### config.mk
export PLATFORM = sky130hd
export DESIGN_NAME = sbox_layer_seq
export DESIGN_NICKNAME = d
export VERILOG_FILES = /design/src/rtl/sbox_layer_seq.sv
export SDC_FILE = /design/constraint.sdc
export NUM_CORES = 1
export LEC_CHECK = 0
export ABC_AREA = 1
export ABC_CLOCK_PERIOD_IN_PS = 5300
export BUFFER_PORTS_ARGS = -buffer_cell sky130_fd_sc_hd__clkbuf_2
export CAP_MARGIN = 20
export CORE_ASPECT_RATIO = 2
export CORE_MARGIN = 2
export CORE_UTILIZATION = 55
export CTS_CLUSTER_DIAMETER = 40
export DETAILED_ROUTE_END_ITERATION = 7
export PLACE_DENSITY = 0.8
export SYNTH_ARGS = -nofsm -noshare
export SYNTH_HDL_FRONTEND = slang
export SYNTH_SLANG_ARGS = --single-unit
### constraint.sdc
create_clock -name clk -period 5.3 [get_ports clk]
set_clock_uncertainty 0.1 [all_clocks]
set_input_delay 0.265 -clock clk [delete_from_list [all_inputs] [get_ports clk]]
set_output_delay 0.265 -clock clk [all_outputs]
set_load 0.02 [all_outputs]
### src/rtl/sbox_layer_seq.sv
// -----------------------------------------------------------------------------
// sbox_layer_seq
//   Applies the 4-bit PRESENT S-box (or its inverse) to every nibble of a
//   WIDTH-bit state word, LANES nibbles per clock, over WIDTH/(4*LANES)
//   cycles. Valid/ready handshake on both the input and output sides.
//
//   Build option: define SBOX_LAYER_INV_EN to build the inverse table and
//   let 'mode' select forward (0) / inverse (1). Without it the inverse
//   table is not built, 'mode' is ignored and substitution is always forward.
//
// Ports
//   clk        : clock, rising edge
//   rst_n      : synchronous active-low reset
//   in_valid   : in_data/mode valid
//   in_ready   : block is idle and accepts a word
//   mode       : 0 = forward, 1 = inverse (sampled on accept)
//   in_data    : state to substitute, nibble 0 = bits [3:0]
//   out_valid  : out_data holds the completed result
//   out_ready  : consumer takes the result
//   out_data   : work register (meaningful only while out_valid)
//   busy       : substitution in progress
// -----------------------------------------------------------------------------
module sbox_layer_seq #(
  parameter int WIDTH = 64,
  parameter int LANES = 4
) (
  input  logic             clk,
  input  logic             rst_n,
  input  logic             in_valid,
  output logic             in_ready,
  input  logic             mode,
  input  logic [WIDTH-1:0] in_data,
  output logic             out_valid,
  input  logic             out_ready,
  output logic [WIDTH-1:0] out_data,
  output logic             busy
);

  localparam int NIB  = WIDTH / 4;
  localparam int IDXW = $clog2(NIB) + 1;
  localparam int LW   = LANES * 4;
  localparam logic [IDXW-1:0]  LANES_I = IDXW'(LANES);
  localparam logic [IDXW-1:0]  NIB_I   = IDXW'(NIB);
  localparam logic [WIDTH-1:0] MASK    = WIDTH'({LW{1'b1}});

  typedef enum logic [1:0] {S_IDLE, S_RUN, S_DONE} state_t;

  state_t           r_state;
  logic [WIDTH-1:0] r_work;
  logic [IDXW-1:0]  r_idx;
  logic             r_in_ready;
  logic             r_out_valid;
  logic             r_busy;

  logic [IDXW-1:0]  w_idx_next;
  logic [IDXW+1:0]  w_shamt;
  logic [LW-1:0]    w_win;
  logic [LW-1:0]    w_sub;
  logic [WIDTH-1:0] w_work_next;

  function automatic logic [3:0] sbox_fwd(input logic [3:0] x);
    logic [3:0] y;
    case (x)
      4'h0: y = 4'hC;  4'h1: y = 4'h5;  4'h2: y = 4'h6;  4'h3: y = 4'hB;
      4'h4: y = 4'h9;  4'h5: y = 4'h0;  4'h6: y = 4'hA;  4'h7: y = 4'hD;
      4'h8: y = 4'h3;  4'h9: y = 4'hE;  4'hA: y = 4'hF;  4'hB: y = 4'h8;
      4'hC: y = 4'h4;  4'hD: y = 4'h7;  4'hE: y = 4'h1;  default: y = 4'h2;
    endcase
    return y;
  endfunction

`ifdef SBOX_LAYER_INV_EN
  logic r_mode;

  function automatic logic [3:0] sbox_inv(input logic [3:0] x);
    logic [3:0] y;
    case (x)
      4'h0: y = 4'h5;  4'h1: y = 4'hE;  4'h2: y = 4'hF;  4'h3: y = 4'h8;
      4'h4: y = 4'hC;  4'h5: y = 4'h1;  4'h6: y = 4'h2;  4'h7: y = 4'hD;
      4'h8: y = 4'hB;  4'h9: y = 4'h4;  4'hA: y = 4'h6;  4'hB: y = 4'h3;
      4'hC: y = 4'h0;  4'hD: y = 4'h7;  4'hE: y = 4'h9;  default: y = 4'hA;
    endcase
    return y;
  endfunction

  function automatic logic [3:0] sbox_sel(input logic [3:0] x, input logic inv);
    return inv ? sbox_inv(x) : sbox_fwd(x);
  endfunction
`else
  // Forward-only build: mode has no function.
  logic w_unused_mode;
  assign w_unused_mode = mode;

  function automatic logic [3:0] sbox_sel(input logic [3:0] x, input logic inv);
    logic unused_inv;
    unused_inv = inv;
    return sbox_fwd(x);
  endfunction
`endif

  // Only LANES S-boxes: shift the active window down to bit 0, substitute,
  // and shift the result back into place under a mask.
  assign w_idx_next = r_idx + LANES_I;
  assign w_shamt    = {r_idx, 2'b00};
  assign w_win      = LW'(r_work >> w_shamt);

  always_comb begin
    w_sub = '0;
    for (int l = 0; l < LANES; l++) begin
`ifdef SBOX_LAYER_INV_EN
      w_sub[l*4 +: 4] = sbox_sel(w_win[l*4 +: 4], r_mode);
`else
      w_sub[l*4 +: 4] = sbox_sel(w_win[l*4 +: 4], 1'b0);
`endif
    end
  end

  assign w_work_next = (r_work & ~(MASK << w_shamt)) | (WIDTH'(w_sub) << w_shamt);

  always_ff @(posedge clk) begin
    if (!rst_n) begin
      r_state     <= S_IDLE;
      r_work      <= '0;
      r_idx       <= '0;
      r_in_ready  <= 1'b1;
      r_out_valid <= 1'b0;
      r_busy      <= 1'b0;
`ifdef SBOX_LAYER_INV_EN
      r_mode      <= 1'b0;
`endif
    end else begin
      case (r_state)
        S_IDLE: begin
          if (in_valid) begin
            r_work     <= in_data;
            r_idx      <= '0;
`ifdef SBOX_LAYER_INV_EN
            r_mode     <= mode;
`endif
            r_state    <= S_RUN;
            r_in_ready <= 1'b0;
            r_busy     <= 1'b1;
          end
        end
        S_RUN: begin
          r_work <= w_work_next;
          r_idx  <= w_idx_next;
          if (w_idx_next == NIB_I) begin
            r_state     <= S_DONE;
            r_busy      <= 1'b0;
            r_out_valid <= 1'b1;
          end
        end
        S_DONE: begin
          // No accept in the handoff cycle: in_ready rises only once back in IDLE.
          if (out_ready) begin
            r_state     <= S_IDLE;
            r_out_valid <= 1'b0;
            r_in_ready  <= 1'b1;
          end
        end
        default: begin
          r_state     <= S_IDLE;
          r_in_ready  <= 1'b1;
          r_out_valid <= 1'b0;
          r_busy      <= 1'b0;
        end
      endcase
    end
  end

  assign in_ready  = r_in_ready;
  assign out_valid = r_out_valid;
  assign busy      = r_busy;
  assign out_data  = r_work;

endmodule

==> out/qor.yml <==
status: "complete, no violations"
cp-end-kind: "flip-flop"
dieArea_um2: 11800
grt_max_degree: 48
antenna_found_initial: 0
avgViaCountPerCell: 5.859
critPathLaunchType: "flip-flop"
p_int_mw: 1.610
port-buffer-count: 134
min_path_type: "in2reg"
drtAntennaViolNets: 0
finalHoldViolations: 0
dp_hpwl_um: 15500
ys_seq_area_frac: 0.2406
p_clk_frac: 0.170
post_cts_buffers: 0
insertion_delay_ps: 350
whs_path_depth: 3
crit_required_ps: 5470
fin_tns_setup_ps: 0
vdd_drop_max_uv: 376.7
leakagePower_nw: 3.256
cap_violations: 0
firstDrtPassIters: 7
cts_sinks: 72
cts_hold_buffers: 0
floorplan.die.height_um: 151.6
cts_tree: "done"
drcViolationCount: 0
synthTopCellsByArea: "dfxtp_1, nand2_1, a21oi_1"
tightest_slew_ps: 926.9
crit_type: "reg2reg"
nFillCells: 1107
postCtsResizedCells: 0
layout_setup_ws_ps: 2047
yosysUniqueCellTypes: 37
use_met3: 0.04088
grt_first_pass_wirelength_um: 32590
grt-ovfl-total: 0
slew_headroom: 0.3806
max_freq_mhz: 307.4
switching_share: 0.5432
start_util: 0.5578
final.min_clock_period_ps: 3253
placementRows: 54
gr-max-usage-layer: "met2"
seq_power_share: 0.246
htreeDepth: 3
synth_top_area_frac: 0.2406
grt_use_met2: 0.6056
synth_nets: 1063
synth_edf_count: 0
avgSynthCellArea_um2: 6.190
arrival_ps: 3430
finalSetupViolCount: 0
coreArea_um2: 10740
synth_top_area_cell: "dfxtp_1"
rsz0062_at_grt: "false"
cts_root_buffer: "clkbuf_16"
clockBufferDepth: 2
finalMaxSlewViolations: 0
numCtsBuffers: 9
gp_congestion: 0.9631
synth_seq_cells: 72
ys.flop_type: "dfxtp_1"
layout_worst_path_cycle_share: 0.6138
drtIter0Drc: 532
wl_per_cell_um: 17.85
switchingPower_mw: 1.914
dp_slack_ps: 2084
dieWidth_um: 77.81
syn_to_final_growth_pct: 13.11
grt_usage: 0.3575
pwr_density_cell_nw_per_um2: 519.9
nNetsFinal: 1152
clk_pin_slew_ps: 70
drt-total-wl_um: 21450
async_flop_share: 0
io_pins: 136
ys.warnings.count: 0
grt_pass1_vias: 6281
drive_above_1_share: 0.2156
postSynthCellCount: 968
reg2reg_depth: 14
met1_usage: 0.4087
vias: 7043
utilization: 0.6309
antenna_cells: 0
worst-path-max-fanout: 35
power_frac_comb: 0.584
syn_area_um2: 5992
[kinds of logic after synthesis]
kind of cell,synth area share
DFF,0.2406
and+or+nand+nor,0.4170
buffers and inverters,0.09898
adders and majority gates,0.05429
AOI/OAI and AO/OA,0.1892
[layer usage]
| metal | vias to the layer above | wire [um] |
|---|---|---|
| li1 | 3383 | - |
| met2 | 345 | 10580 |
| met1 | 3222 | 7882 |
| met5 | - | 0 |
| met4 | 0 | 1689 |
| met3 | 93 | 1305 |
[state kept, by name, summed over array words and instances (netlist names)]
signal     cells
r_idx          3
r_state        2
busy           1
out_data      64
in_ready       1
out_valid      1
[power groups by stage]
stage | logic [mW] | clock network (mW) | registers (mW)
2_1_floorplan | 1.36 | 0 | 0.948
3_3_place_gp | 1.98 | 0 | 0.870
3_5_place_dp | 2.01 | 0 | 0.872
4_1_cts | 2.02 | 0.597 | 0.860
5_1_grt | 2.26 | 0.615 | 0.879
6_report | 2.06 | 0.598 | 0.868
[through the flow]
stage | total power [mW] | std cells | hold slack, ps | instance area [um2]
after floorplan | 2.306 | 968 | 303.4 | 5992
after global placement | 2.846 | 1186 | 352.0 | 6501
after detailed placement | 2.880 | 1186 | 368.6 | 6501
after CTS | 3.481 | 1202 | 97.21 | 6778
after global routing | 3.750 | 1202 | 105.5 | 6778
final | 3.524 | 1202 | 96.43 | 6778
[critical path: stages (launching register included)]
cell and delay, ps:
dfxtp_2 800, inv_2 480, nand2_1 270, nand3_1 120
nand2_1 120, nor2_1 90, ha_1 380, inv_1 50
nand3_1 70, nand3_1 100, nand2_2 200, nand3_1 110
nand2_1 110, nand2_1 50, a21oi_1 130
[cells in the final DEF, fill, tap and decap left out, types with 7 or more instances in the layout]
master and count:
nand3_1 83, nor2_1 81, o21ai_1 13, buf_4 7, clkbuf_16 9, o211ai_1 8
nand3_2 21, dfxtp_1 71, nand2_1 305, clkbuf_2 134, ha_1 26, a21oi_1 124
o21ai_0 42, inv_2 8, inv_1 41, nand4_1 24, nand2_2 18
[layout make-up]
type | count | area, um2 | area share
sequential | 72 | 1443 | 0.2128
clock inverter | 7 | 51.30 | 0.007569
tap | 140 | 175.2 | 0.02584
inverter | 51 | 197.7 | 0.02917
multi-input combinational | 782 | 3963 | 0.5846
clock buffer | 9 | 225.2 | 0.03323
timing repair buffer | 141 | 723.2 | 0.1067
[cells in the mapped netlist (10+ instances only)]
cell type  number
dfxtp_1        72
ha_1           26
nand2_2        18
buf_2          18
clkbuf_1       25
nand4_1        24
o21ai_1        13
nor2_1         81
buf_6          10
inv_1          41
nand3_1        83
o21ai_0        42
nand3_2        21
a21oi_1       124
nand2_1       305
[worst paths after layout]
| path | startpoint | slack [ps] | to |
|---|---|---|---|
| setup / recovery | r_idx[2] | 2050 | out_data[24] |
| hold / removal | in_data[13] | 100 | out_data[13] |
| setup reg to reg | r_idx[2] | 2050 | out_data[24] |
| hold reg to reg | in_ready | 380 | in_ready |
Power figures use the tool's default switching activity.
